<file path="src/rtl/uart_rx_deser_if.sv">
// Byte stream from the UART receiver to the probe command decoder.
// The master presents the head byte; the slave accepts it with rx_ready.
interface uart_rx_deser_if;
  logic       rx_valid;
  logic [7:0] rx_data;
  logic       rx_ready;

  modport master (output rx_valid, output rx_data, input rx_ready);
  modport slave  (input rx_valid, input rx_data, output rx_ready);
endinterface

</file>
<file path="src/rtl/uart_rx_deser.sv">
// 8N1 UART receiver: synchronizes rxd, recovers frames by mid-bit sampling
// and queues good bytes in a small FIFO. Framing and overrun errors are one-cycle pulses.
//
// state    | meaning
// ---------+-----------------------------------------------------------
// ST_IDLE  | line idle, waiting for a low level on rxs
// ST_START | half-bit wait, then confirm the start bit is still low
// ST_DATA  | sample 8 data bits LSB first, one per bit time
// ST_STOP  | one bit time, then sample the stop bit
// ST_BREAK | stop bit was low; wait for the line to return high
module uart_rx_deser #(
  parameter int CLKS_PER_BIT = 868,
  parameter int FIFO_DEPTH   = 4
) (
  input  logic            clk,
  input  logic            m_aresetn,
  input  logic            rxd,
  uart_rx_deser_if.master rx_if,
  output logic            frame_err,
  output logic            overrun
);
  localparam int CW = $clog2(CLKS_PER_BIT);
  localparam int AW = $clog2(FIFO_DEPTH);
  localparam logic [CW-1:0] HALF_TC = CW'(CLKS_PER_BIT / 2 - 1);
  localparam logic [CW-1:0] BIT_TC  = CW'(CLKS_PER_BIT - 1);
  localparam logic [CW-1:0] CNT_ONE = CW'(1);
  localparam logic [AW:0]   PTR_ONE = (AW + 1)'(1);

  typedef enum logic [2:0] {ST_IDLE, ST_START, ST_DATA, ST_STOP, ST_BREAK} state_t;

  logic          rxd_meta_q, rxd_meta_d, rxs_q, rxs_d;
  state_t        state_q, state_d;
  logic [CW-1:0] cnt_q, cnt_d;
  logic [2:0]    idx_q, idx_d;
  logic [7:0]    shreg_q, shreg_d;
  logic [AW:0]   wr_ptr_q, wr_ptr_d, rd_ptr_q, rd_ptr_d;
  logic [7:0]    mem_q [FIFO_DEPTH];
  logic [7:0]    mem_d [FIFO_DEPTH];
  logic          frame_err_q, frame_err_d, overrun_q, overrun_d;
  logic          push, pop, wr_en, empty, full;

  always_comb begin
    rxd_meta_d  = rxd;
    rxs_d       = rxd_meta_q;
    state_d     = state_q;
    cnt_d       = cnt_q + CNT_ONE;
    idx_d       = idx_q;
    shreg_d     = shreg_q;
    push        = 1'b0;
    frame_err_d = 1'b0;
    case (state_q)
      ST_IDLE: begin
        cnt_d = '0;
        if (!rxs_q) state_d = ST_START;
      end
      ST_START: begin
        if (cnt_q == HALF_TC) begin
          cnt_d   = '0;
          idx_d   = '0;
          state_d = rxs_q ? ST_IDLE : ST_DATA;
        end
      end
      ST_DATA: begin
        if (cnt_q == BIT_TC) begin
          cnt_d          = '0;
          shreg_d[idx_q] = rxs_q;
          idx_d          = idx_q + 3'd1;
          if (idx_q == 3'd7) state_d = ST_STOP;
        end
      end
      ST_STOP: begin
        if (cnt_q == BIT_TC) begin
          cnt_d = '0;
          if (rxs_q) begin
            push    = 1'b1;
            state_d = ST_IDLE;
          end else begin
            frame_err_d = 1'b1;
            state_d     = ST_BREAK;
          end
        end
      end
      ST_BREAK: begin
        cnt_d = '0;
        if (rxs_q) state_d = ST_IDLE;
      end
      default: begin
        cnt_d   = '0;
        state_d = ST_IDLE;
      end
    endcase
  end

  // A push into a full FIFO still lands when the head leaves in the same cycle.
  always_comb begin
    empty     = (wr_ptr_q == rd_ptr_q);
    full      = (wr_ptr_q[AW] != rd_ptr_q[AW]) && (wr_ptr_q[AW-1:0] == rd_ptr_q[AW-1:0]);
    pop       = !empty && rx_if.rx_ready;
    wr_en     = push && (!full || pop);
    overrun_d = push && full && !pop;
    mem_d     = mem_q;
    wr_ptr_d  = wr_ptr_q;
    rd_ptr_d  = rd_ptr_q;
    if (wr_en) begin
      mem_d[wr_ptr_q[AW-1:0]] = shreg_q;
      wr_ptr_d                = wr_ptr_q + PTR_ONE;
    end
    if (pop) rd_ptr_d = rd_ptr_q + PTR_ONE;
  end

  always_ff @(posedge clk or negedge m_aresetn) begin
    if (!m_aresetn) begin
      rxd_meta_q  <= 1'b1;
      rxs_q       <= 1'b1;
      state_q     <= ST_IDLE;
      cnt_q       <= '0;
      idx_q       <= '0;
      shreg_q     <= '0;
      wr_ptr_q    <= '0;
      rd_ptr_q    <= '0;
      mem_q       <= '{default: '0};
      frame_err_q <= 1'b0;
      overrun_q   <= 1'b0;
    end else begin
      rxd_meta_q  <= rxd_meta_d;
      rxs_q       <= rxs_d;
      state_q     <= state_d;
      cnt_q       <= cnt_d;
      idx_q       <= idx_d;
      shreg_q     <= shreg_d;
      wr_ptr_q    <= wr_ptr_d;
      rd_ptr_q    <= rd_ptr_d;
      mem_q       <= mem_d;
      frame_err_q <= frame_err_d;
      overrun_q   <= overrun_d;
    end
  end

  assign rx_if.rx_valid = !empty;
  assign rx_if.rx_data  = mem_q[rd_ptr_q[AW-1:0]];
  assign frame_err      = frame_err_q;
  assign overrun        = overrun_q;
endmodule

</file>
<file path="src/flat_wrapper.sv">
// flat-port wrapper written by rule: the top's interface ports become plain ports
module uart_rx_deser_flat 
#(
  parameter int CLKS_PER_BIT = 868,
  parameter int FIFO_DEPTH   = 4
)
  (clk, m_aresetn, rxd, frame_err, overrun, rx_if_rx_valid, rx_if_rx_data, rx_if_rx_ready);
  uart_rx_deser_if rx_if_i ();
  input  logic clk;
  input  logic m_aresetn;
  input  logic rxd;
  output logic frame_err;
  output logic overrun;
  output wire logic [$bits(rx_if_i.rx_valid)-1:0] rx_if_rx_valid;
  output wire logic [$bits(rx_if_i.rx_data)-1:0] rx_if_rx_data;
  input wire logic [$bits(rx_if_i.rx_ready)-1:0] rx_if_rx_ready;
  assign rx_if_rx_valid = rx_if_i.rx_valid;
  assign rx_if_rx_data = rx_if_i.rx_data;
  assign rx_if_i.rx_ready = rx_if_rx_ready;
  uart_rx_deser #(.CLKS_PER_BIT(CLKS_PER_BIT), .FIFO_DEPTH(FIFO_DEPTH)) u_core (.clk(clk), .m_aresetn(m_aresetn), .rxd(rxd), .rx_if(rx_if_i), .frame_err(frame_err), .overrun(overrun));
endmodule
</file>
<file path="config.mk">
export PLATFORM = sky130hd
export DESIGN_NAME = uart_rx_deser_flat
export DESIGN_NICKNAME = d
export VERILOG_FILES = /design/src/rtl/uart_rx_deser_if.sv /design/src/rtl/uart_rx_deser.sv /design/src/flat_wrapper.sv
export SDC_FILE = /design/constraint.sdc
export NUM_CORES = 1
export LEC_CHECK = 0
export ABC_AREA = 1
export CORE_MARGIN = 1
export CORE_UTILIZATION = 30
export CTS_BUF_LIST = sky130_fd_sc_hd__clkbuf_16
export DETAILED_ROUTE_END_ITERATION = 10
export PLACE_DENSITY_LB_ADDON = 0.3
export SYNTH_ARGS = -nofsm -noshare
export SYNTH_HDL_FRONTEND = slang
export SYNTH_SLANG_ARGS = --single-unit
</file>
<file path="constraint.sdc">
create_clock -name clk -period 1.56 [get_ports clk]
set_input_delay 0.312 -clock clk [delete_from_list [all_inputs] [get_ports clk]]
set_output_delay 0.312 -clock clk [all_outputs]
set_load 0.02 [all_outputs]
</file>
==> results of run 1 <==
## worst max-delay path, stage by stage, from the launching register on
cell and delay [ns]:
dfrtp_2 0.46, buf_12 0.16, buf_4 0.14, nor2_2 0.11
o22ai_2 0.09, buf_6 0.13
## placed cells by master (no fill, tap or decap), drive strengths merged
master and count:
o21ai 29, o22ai 9, clkinvlp 1, nor2 50
xor2 6, clkinv 3, ha 9, bufinv 1
dfstp 2, clkbuf 11, nand4 36, dlygate4sd3 1
buf 84, a21oi 1, nand3 25, nand2 135
nor3 7, dlygate4sd2 2, xnor2 3, inv 31
dfrtp 64, clkdlybuf4s50 2
## through the flow
step,power [mW],std cells,utilization
floorplan,1.75,422,-
global placement,1.81,612,0.375
detailed placement,1.81,612,0.375
CTS,3.89,648,0.442
global route,3.96,652,0.462
finish,3.83,652,0.462
## final cells by class
type | instances | area [um^2] | area share
flip-flops and latches | 66 | 1660 | 0.327
repair buffers | 91 | 946 | 0.187
clock buffers | 9 | 225 | 0.0444
clock inverters | 7 | 77.6 | 0.0153
inverters | 29 | 116 | 0.0230
well taps | 140 | 175 | 0.0346
multi-input cells | 310 | 1870 | 0.369
## metal layers
layer | routed length, um | global-route usage
met2 | 4590 | 0.267
met5 | 0 | 0
met1 | 4080 | 0.212
met3 | 268 | 0.0377
met4 | 99 | 0.0637
## path summary, 6_finish.rpt
kind | endpoint | startpoint | cells after the start
max | rx_if_rx_data[6] | u_core.rd_ptr_q[0]$_DFFE_PN0P_ | 5
min | u_core.rxs_q$_DFF_PN1_ | u_core.rxd_meta_q$_DFF_PN1_ | 0
max reg2reg | u_core.mem_q[15]$_DFFE_PN0P_ | u_core.cnt_q[1]$_DFF_PN0_ | 10
min reg2reg | u_core.rxs_q$_DFF_PN1_ | u_core.rxd_meta_q$_DFF_PN1_ | 0
max in group asynchronous | u_core.rxs_q$_DFF_PN1_ | m_aresetn | 3
min in group asynchronous | u_core.rd_ptr_q[2]$_DFFE_PN0P_ | m_aresetn | 2
## power by group through the flow
stage / Sequential, mW / Combinational (mW) / Clock (mW)
2_1_floorplan: 1.75 / 0.00543 / 0
3_3_place_gp: 1.75 / 0.0651 / 0
3_5_place_dp: 1.75 / 0.0659 / 0
4_1_cts: 1.72 / 0.0681 / 2.10
5_1_grt: 1.72 / 0.0746 / 2.17
6_report: 1.72 / 0.0639 / 2.05
## logic make-up after synthesis
| family | Yosys count |
|---|---|
| flops | 66 |
| buf+inv | 47 |
| xor+xnor | 9 |
| fa+ha+maj | 9 |
| compound gates | 39 |
| simple gates | 252 |
## flip-flops by register name, summed over array words and instances, names as in the netlist, 3 cells and up
register         flops
u_core.shreg_q       8
u_core.cnt_q        10
u_core.idx_q         3
u_core.mem_q        32
u_core.rd_ptr_q      3
u_core.wr_ptr_q      3
u_core.state_q       3
## repair_timing
action                                  CTS  global route
hold buffers                              1             0
gates resized for setup                 133            57
hold endpoints to repair                 16             0
cloned                                    6             2
pin swaps                                30            20
buffers inserted                         14             4
endpoints found under the setup margin   60            67
==> run metrics, run 1 <==
status=complete, but fails checks; failing checks=setup timing; Pint=2.99 mW; syn_nets=435; ant diodes=0; clock tree buffer depth=2; RSZ-0062 raised after global routing=true; WL/cell=13.9 um; Sw Share=0.220; Fin. Hold Viols=0; fin crit share=1.12; H-Tree Depth=3; Max-slew headroom=0.634; hold slack=0.356 ns; R2R setup slack=-0.11 ns; largest family of logic cells by synthesized area=simple AND/OR/NAND/NOR gates; Setup Crit Path Kind=reg -> out; fin crit period=1.75 ns; f_max=573 MHz; I/O pin cnt=15; Most used DFF post-synth=dfrtp_1; area post-placement=about 4100 um^2; P_leak=around 2.4 nW; Peak VDD IR=0.000622 V; Syn Std Cell Area=3440 um^2; startpoint types=flip-flop; final wirelength=9050 um; number of global-route vias before repair=3003; Starting Density=0.313; PortBufs=14; TritonCTS clock tree=yes; die width=109 um; clk sinks=66; final setup vio count=53; TritonRoute pass-1 iters=4; Post-Synth Simple-Gate Area=0.323; starting DRC count in detailed routing=148; sequential power share=0.449; post-route DRC violation count=0; sequential area share after synthesis=0.481; worst min-delay path class=reg -> reg; Mean Syn Cell Area=8.14 um^2; most common cell in the netlist=nand2_1; clock-pin slew on the worst setup and hold paths=0.06 ns; largest cells by area after synthesis=dfrtp_1, nand2_1, nand4_1; Critical Path RT=1.25 ns; post-synthesis async set-or-reset flop share=1.00; critical-path maximum fanout=9; number of routed nets with antenna violations=0; Yosys cell types=25; root buffer cell=clkbuf_16; PnR worst setup slack=-0.185 ns; Layout Nets=520; Yosys top cell area share=0.466; clock insertion delay at the later pin of the skew report=0.34 ns; routability cong.=0.805; post-DP HPWL=5890 um; first-pass GRT wire length=14800 um; die area=11900 um^2; Compound-Gate Fraction of Synth Area=0.0601; largest net degree at the start of global routing=30; Final Skew=0.00931 ns; fin area=approximately 5100 um^2; Adder-Cell Fraction of Synth Area=0.0328; total CTS buffers=9; Fillers=1037; Floorplan Core Area=11000 um^2; layout cells sized above 1=0.389; Sum Neg Setup Slack=-4.82 ns; pre-CTS WS=-0.431 ns; die span in y=between 100 and 150 um; nature of the critical path endpoint=output pin; Critical Path AT=1.43 ns; Synthesis Warnings=0; via count=~3100; mux share of post-synthesis cell area=0; via density per instance=roughly 4.8; EDFF count, synth=0; xor/xnor share of the synthesized area=0.0229; combinational power share=0.017; Clk pwr share=0.534; pwr dens=approximately 750 nW/um^2; Area Growth Syn to Fin=47.5%; initial antenna violation count=0; #FFs+latches synth=66; Final Max Tran Viols=0; NetSw=0.840 mW; cell taking the most area after synthesis=dfrtp_1; gr usage total=0.165; top cells by count, synth=nand2_1, dfrtp_1, nor2_1; Tightest Pin Transition=approximately 0.55 ns; Max Cap Viol=0; std cell rows=38; global route overflow=0; Gate Count Post-Synth=422
Note: power is estimated with default switching activity, not from simulation.
==> inputs of run 2 (changes only) <==
Settings changed: CAP_MARGIN set to 20.
==> results of run 2 <==
Same layout as run 1: the final DEF is identical, and so are final timing and power.
